**config.mk**
```make
export PLATFORM = sky130hd
export DESIGN_NAME = uart_tx_frame_seq
export DESIGN_NICKNAME = d
export VERILOG_FILES = /design/src/rtl/uart_tx_frame_seq.sv
export SDC_FILE = /design/constraint.sdc
export NUM_CORES = 1
export LEC_CHECK = 0
export BUFFER_PORTS_ARGS = -buffer_cell sky130_fd_sc_hd__buf_2
export CAP_MARGIN = 0
export CORE_MARGIN = 5
export CORE_UTILIZATION = 30
export DETAILED_ROUTE_END_ITERATION = 8
export PLACE_DENSITY_LB_ADDON = 0.25
export SLEW_MARGIN = 20
export SYNTH_ARGS = -nofsm -noshare
export SYNTH_HDL_FRONTEND = slang
export SYNTH_SLANG_ARGS = --single-unit
```
**constraint.sdc**
```tcl
create_clock -name i_clk -period 3 [get_ports i_clk]
set_clock_uncertainty 0.2 [all_clocks]
set_input_delay 0.15 -clock i_clk [delete_from_list [all_inputs] [get_ports i_clk]]
set_output_delay 0.15 -clock i_clk [all_outputs]
set_load 0.05 [all_outputs]
```
**src/rtl/uart_tx_frame_seq.sv**
```systemverilog
// Frame sequencer for the UART byte transmitter: latches a BYTE_NUM-byte word on a start
// request and feeds it byte by byte, paced by the byte transmitter's done pulse.
module uart_tx_frame_seq #(
  parameter int unsigned BYTE_NUM   = 5,
  parameter bit          LSB_FIRST  = 1'b1,
  parameter int unsigned GAP_CYCLES = 0
) (
  input  logic                  i_clk,
  input  logic                  i_rst,
  input  logic [8*BYTE_NUM-1:0] i_data_in,
  input  logic                  i_trans_go,
  input  logic                  i_byte_tx_done,
  output logic [7:0]            o_byte_data,
  output logic                  o_byte_send_go,
  output logic                  o_busy,
  output logic                  o_trans_done
);

  localparam int unsigned CNT_W = (BYTE_NUM > 1) ? $clog2(BYTE_NUM) : 1;
  localparam int unsigned GAP_W = (GAP_CYCLES > 1) ? $clog2(GAP_CYCLES) : 1;
  localparam logic [CNT_W-1:0] LAST_CNT = CNT_W'(BYTE_NUM - 1);
  localparam logic [GAP_W-1:0] LAST_GAP = GAP_W'((GAP_CYCLES > 0) ? GAP_CYCLES - 1 : 0);

  typedef enum logic [2:0] {
    StIdle,
    StSend,
    StWait,
    StGap,
    StDone
  } state_e;

  state_e                r_state;
  state_e                w_state_d;
  logic [CNT_W-1:0]      r_cnt;
  logic [CNT_W-1:0]      w_cnt_d;
  logic [GAP_W-1:0]      r_gap;
  logic [GAP_W-1:0]      w_gap_d;
  logic [8*BYTE_NUM-1:0] r_frame;
  logic [8*BYTE_NUM-1:0] w_frame_d;
  logic [CNT_W-1:0]      w_idx;
  logic [7:0]            w_byte_sel;
  logic [7:0]            r_byte_data;
  logic                  r_send_go;
  logic                  r_busy;
  logic                  r_trans_done;

  always_comb begin
    w_state_d = r_state;
    w_cnt_d   = r_cnt;
    w_gap_d   = r_gap;
    w_frame_d = r_frame;
    unique case (r_state)
      StIdle: begin
        if (i_trans_go) begin
          w_frame_d = i_data_in;
          w_cnt_d   = '0;
          w_state_d = StSend;
        end
      end
      StSend: w_state_d = StWait;
      StWait: begin
        if (i_byte_tx_done) begin
          if (r_cnt == LAST_CNT) begin
            w_state_d = StDone;
          end else begin
            w_cnt_d   = r_cnt + 1'b1;
            w_gap_d   = '0;
            w_state_d = (GAP_CYCLES > 0) ? StGap : StSend;
          end
        end
      end
      StGap: begin
        if (r_gap == LAST_GAP) begin
          w_state_d = StSend;
        end else begin
          w_gap_d = r_gap + 1'b1;
        end
      end
      StDone:  w_state_d = StIdle;
      default: w_state_d = StIdle;
    endcase
  end

  // Byte chosen from the next-state frame/count so it lands together with send_go.
  always_comb begin
    w_idx      = LSB_FIRST ? w_cnt_d : (LAST_CNT - w_cnt_d);
    w_byte_sel = '0;
    for (int unsigned k = 0; k < BYTE_NUM; k++) begin
      if (w_idx == CNT_W'(k)) begin
        w_byte_sel = w_frame_d[8*k +: 8];
      end
    end
  end

  always_ff @(posedge i_clk or posedge i_rst) begin
    if (i_rst) begin
      r_state      <= StIdle;
      r_cnt        <= '0;
      r_gap        <= '0;
      r_frame      <= '0;
      r_byte_data  <= '0;
      r_send_go    <= 1'b0;
      r_busy       <= 1'b0;
      r_trans_done <= 1'b0;
    end else begin
      r_state      <= w_state_d;
      r_cnt        <= w_cnt_d;
      r_gap        <= w_gap_d;
      r_frame      <= w_frame_d;
      r_send_go    <= (w_state_d == StSend);
      r_busy       <= (w_state_d != StIdle);
      r_trans_done <= (w_state_d == StDone);
      if (w_state_d == StSend) begin
        r_byte_data <= w_byte_sel;
      end
    end
  end

  assign o_byte_data    = r_byte_data;
  assign o_byte_send_go = r_send_go;
  assign o_busy         = r_busy;
  assign o_trans_done   = r_trans_done;

endmodule

```
==> key figures <==
Global routing
  – GRT Overall Usage: 13.9%
  – Vias in the first global route: 2784
  – Pin count of the biggest net entering global routing: 56
  – Number of antenna violations at the first check in global routing: 0
  – Wire length of the first global-routing pass: 13800 um
  – Remaining global-route overflow: 0

Clock network
  – Total CTS buffers: 9
  – Maximum number of buffers from clock root to sink: 2
  – Maximum level of the CTS H-tree: 3
  – Resize count post-CTS: 0
  – CTS sink count: 57
  – Clock latency at the later pin of the worst-skew pair: 360 ps
  – Clock-pin slew on the worst setup and hold paths: 70 ps
  – Clock root buffer: sky130_fd_sc_hd__clkbuf_8
  – CTS tree: built
  – Postcts setup bufs: 0

Finish
  – Area added between synthesis and finish: 31.3%
  – Diodes inserted: 0
  – Share of final-layout standard cells stronger than drive strength 1: 23.7%
  – Share of the core filled with cells: 39.8%
  – Fillers: 1051
  – Net total in the final layout: 476

Place
  – HPWL after DPL: 5600 um
  – IO buf count: 54
  – Routability cong.: 0.803

Drt
  – Final WL: 8220 um
  – Vias/cell: 4.77
  – Total vias in the final route: 2718
  – DRC marker count from the first detailed-route iteration: 154
  – Routed WL per cell: 14.4 um
  – DRC Markers: 0
  – Total iterations of the first detailed-routing run: 4
  – Remaining antenna violation count: 0

Floorplan
  – Count of pins on the block boundary: 55
  – Standard-cell rows: 37
  – Initial cell density of the core: 30.3%
  – Core box area: 0.0102 mm2
  – Horizontal die dimension: 111 um
  – Area of the die: 0.0124 mm2
  – Vert. Die Dim: 111 um

Power
  – Peak supply drop: 0.000378 V
  – LEAKAGE: 0.00184 uW
  – Power density over the cells: 997 mW/mm2

Flow run
  – Count of max-cap constraint violations: 0

Synthesis
  – Net count of the mapped netlist: 384
  – Total of flip-flops plus latches after synthesis: 57
  – Syn avg cell area: 9.13 um2
  – Number of different library cells in the post-synthesis netlist: 49
  – Post-synthesis sequential area ratio: 46.2%
  – Share of flip-flops with an asynchronous set or reset: 100%
  – Gate count of the mapped netlist: 338
  – Dominant register cell in the synthesized netlist: sky130_fd_sc_hd__dfrtp_1
  – Total standard cell area after synthesis: 0.00309 mm2
  – Number of synthesis warnings: 0
  – Number of flops mapped to enable cells by yosys: 0

STA
  – Rel. slew slack: 55.9%
  – Hold Fails Final Rpt: 0
  – Period Utilization, post-route: 88.2%
  – Post-layout min period: 2650 ps
  – Measured slew at the worst slew-check pin: 661 ps
  – Unrepaired setup endpoints after global routing: false
  – Max Freq: 0.378 GHz
  – Total setup violations reported at the end of the flow: 0
  – Total negative slack for setup checks: 0 ps
  – Number of slew-limit violations in the final report: 0

Setup path
  – R2R Path Start: r_state[1]$_DFF_PP0_
  – R2r worst-path depth: 5
  – Capture point of the worst reg-to-reg path: o_byte_data[1]$_DFFE_PP0P_
  – Worst path max stage delay: 650 ps
  – Required arrival time at the worst endpoint: 3090 ps
  – Crit-path max FO: 14
  – Register-to-register setup slack: 350 ps
  – Worst setup EP type: flip-flop
  – Critical-path cell with the highest stage delay: sky130_fd_sc_hd__dfrtp_1
  – Cell breakdown of the critical path: or3b_4 > nor2_2 > a21oi_1 > nor4_1 > o31a_1
  – Path type of the worst setup path: flip-flop to flip-flop
  – Nature of the critical path startpoint: flip-flop
  – Worst setup path end: o_byte_data[1]$_DFFE_PP0P_
  – Start point of the critical path: r_state[1]$_DFF_PP0_
  – CP Data Arrival Time: 2740 ps

Outcome
  – Run status: finished clean

Hold path
  – Hold WC Path Type: primary input to asynchronous set/reset pin
[cells in the final DEF (no fill, tap or decap), types with 2 or more instances in the layout]
cell and instances:
sky130_fd_sc_hd__nor4_1 7, sky130_fd_sc_hd__mux2_2 9, sky130_fd_sc_hd__o31a_1 8, sky130_fd_sc_hd__a31oi_1 7, sky130_fd_sc_hd__o311ai_1 7, sky130_fd_sc_hd__a211oi_1 3
sky130_fd_sc_hd__nor4b_1 2, sky130_fd_sc_hd__nand3b_1 8, sky130_fd_sc_hd__nand2_1 108, sky130_fd_sc_hd__dlygate4sd3_1 43, sky130_fd_sc_hd__o21ai_0 10, sky130_fd_sc_hd__inv_1 5
sky130_fd_sc_hd__ha_1 2, sky130_fd_sc_hd__mux2i_1 2, sky130_fd_sc_hd__clkinvlp_4 3, sky130_fd_sc_hd__buf_4 5, sky130_fd_sc_hd__inv_2 2, sky130_fd_sc_hd__dfrtp_1 57
sky130_fd_sc_hd__clkinv_2 2, sky130_fd_sc_hd__buf_2 54, sky130_fd_sc_hd__or3_1 14, sky130_fd_sc_hd__a21oi_1 8, sky130_fd_sc_hd__nor2_1 21, sky130_fd_sc_hd__clkbuf_8 10
sky130_fd_sc_hd__nand3_1 4, sky130_fd_sc_hd__o2bb2ai_1 7
[Yosys cell counts, types with 2 or more instances]
| cell type | n | area, um2 |
|---|---|---|
| sky130_fd_sc_hd__clkbuf_1 | 6 | 22.5 |
| sky130_fd_sc_hd__nor2_1 | 21 | 78.8 |
| sky130_fd_sc_hd__nor4_1 | 7 | 43.8 |
| sky130_fd_sc_hd__nand3b_1 | 8 | 60.1 |
| sky130_fd_sc_hd__a211oi_1 | 3 | 22.5 |
| sky130_fd_sc_hd__o21ai_0 | 10 | 50.1 |
| sky130_fd_sc_hd__a21oi_1 | 8 | 40.0 |
| sky130_fd_sc_hd__buf_6 | 5 | 56.3 |
| sky130_fd_sc_hd__mux2_2 | 9 | 101 |
| sky130_fd_sc_hd__buf_2 | 8 | 40.0 |
| sky130_fd_sc_hd__nand2_1 | 108 | 405 |
| sky130_fd_sc_hd__buf_4 | 3 | 22.5 |
| sky130_fd_sc_hd__a31oi_1 | 7 | 43.8 |
| sky130_fd_sc_hd__o2bb2ai_1 | 7 | 61.3 |
| sky130_fd_sc_hd__inv_1 | 6 | 22.5 |
| sky130_fd_sc_hd__o31a_1 | 8 | 70.1 |
| sky130_fd_sc_hd__nor4b_1 | 2 | 17.5 |
| sky130_fd_sc_hd__or3_1 | 14 | 87.6 |
| sky130_fd_sc_hd__dfrtp_1 | 57 | 1430 |
| sky130_fd_sc_hd__nand3_1 | 4 | 20.0 |
| sky130_fd_sc_hd__o311ai_1 | 7 | 61.3 |
| sky130_fd_sc_hd__mux2i_1 | 2 | 20.0 |
| sky130_fd_sc_hd__ha_1 | 2 | 25.0 |
[how the worst min path moves through the flow]
| stage | start | end | slack, ps | depth (start not counted) |
|---|---|---|---|---|
| 6_report | i_rst | r_frame[30]$_DFF_PP0_ | 180 | 3 |
| 5_1_grt | i_rst | r_frame[30]$_DFF_PP0_ | 250 | 3 |
| 4_1_cts | i_rst | r_frame[30]$_DFF_PP0_ | 190 | 3 |
| 3_5_place_dp | i_rst | r_frame[30]$_DFF_PP0_ | 40 | 2 |
| 3_3_place_gp | i_rst | r_frame[30]$_DFF_PP0_ | 20 | 2 |
| 2_1_floorplan | i_data_in[0] | r_frame[0]$_DFF_PP0_ | 60 | 2 |
[stage by stage]
step | cells | total power [uW] | hold WS [ps] | setup WS (ps) | area, um2
2_1_floorplan | 338 | 2940 | 55.4 | 504 | 3090
3_3_place_gp | 512 | 3350 | 21.6 | 450 | 3450
3_5_place_dp | 512 | 3400 | 37.9 | 404 | 3450
4_1_cts | 570 | 4100 | 191 | 367 | 4050
5_1_grt | 570 | 4360 | 249 | 256 | 4050
6_report | 570 | 4040 | 180 | 353 | 4050
[cell type report]
type                       instances  area, um2  share of cell area, %
clock buffer                      10        138                   3.40
timing repair buffer             103        758                   18.7
tap                              136        170                   4.20
multi-input combinational        251       1490                   36.9
inverter                           8       32.5                  0.803
clock inverter                     5       32.5                  0.803
sequential                        57       1430                   35.2
[logic make-up (layout without fill, tap and decap cells)]
kind of cell               Yosys count  in the layout  share of synthesized area (%)
buffers and inverters               30            126                           5.64
DFF                                 57             57                           46.2
adders and majority gates            2              2                          0.811
AOI/OAI and AO/OA                   60             60                           15.4
and+or+nand+nor                    178            178                           28.0
muxes                               11             11                           3.93
[where the power goes]
| part | internal (uW) | leakage (uW) | switching [uW] |
|---|---|---|---|
| clock | 313 | 0.0000802 | 320 |
| combinational | 799 | 0.00106 | 1210 |
| sequential | 1130 | 0.000697 | 261 |
[worst max-delay path: cells and delay by family (launching register included)]
kind,cells,cell delay [ps]
DFF,1,650
AOI/OAI and AO/OA,2,280
and+or+nand+nor,3,1440
[registers in the layout, summed over array words and instances, names as in the netlist]
signal,flops
o_byte_data,8
r_frame,40
r_state,3
r_cnt,3
o_byte_send_go,1
o_busy,1
o_trans_done,1
[per-layer routing]
metal	part of all wire, %	vias up	GRT usage, %
li1	-	1357	-
met1	48	1296	18.5
met2	46	49	21.4
met3	3.8	16	4.02
met4	2.5	0	5.84
met5	0	-	0
[repair_timing]
| item | CTS | global route |
|---|---|---|
| hold buffers | 43 | 0 |
| endpoints found under the setup margin | 0 | 0 |
| endpoints found under the hold margin | 67 | 0 |
(Power assumes the default switching activity.)
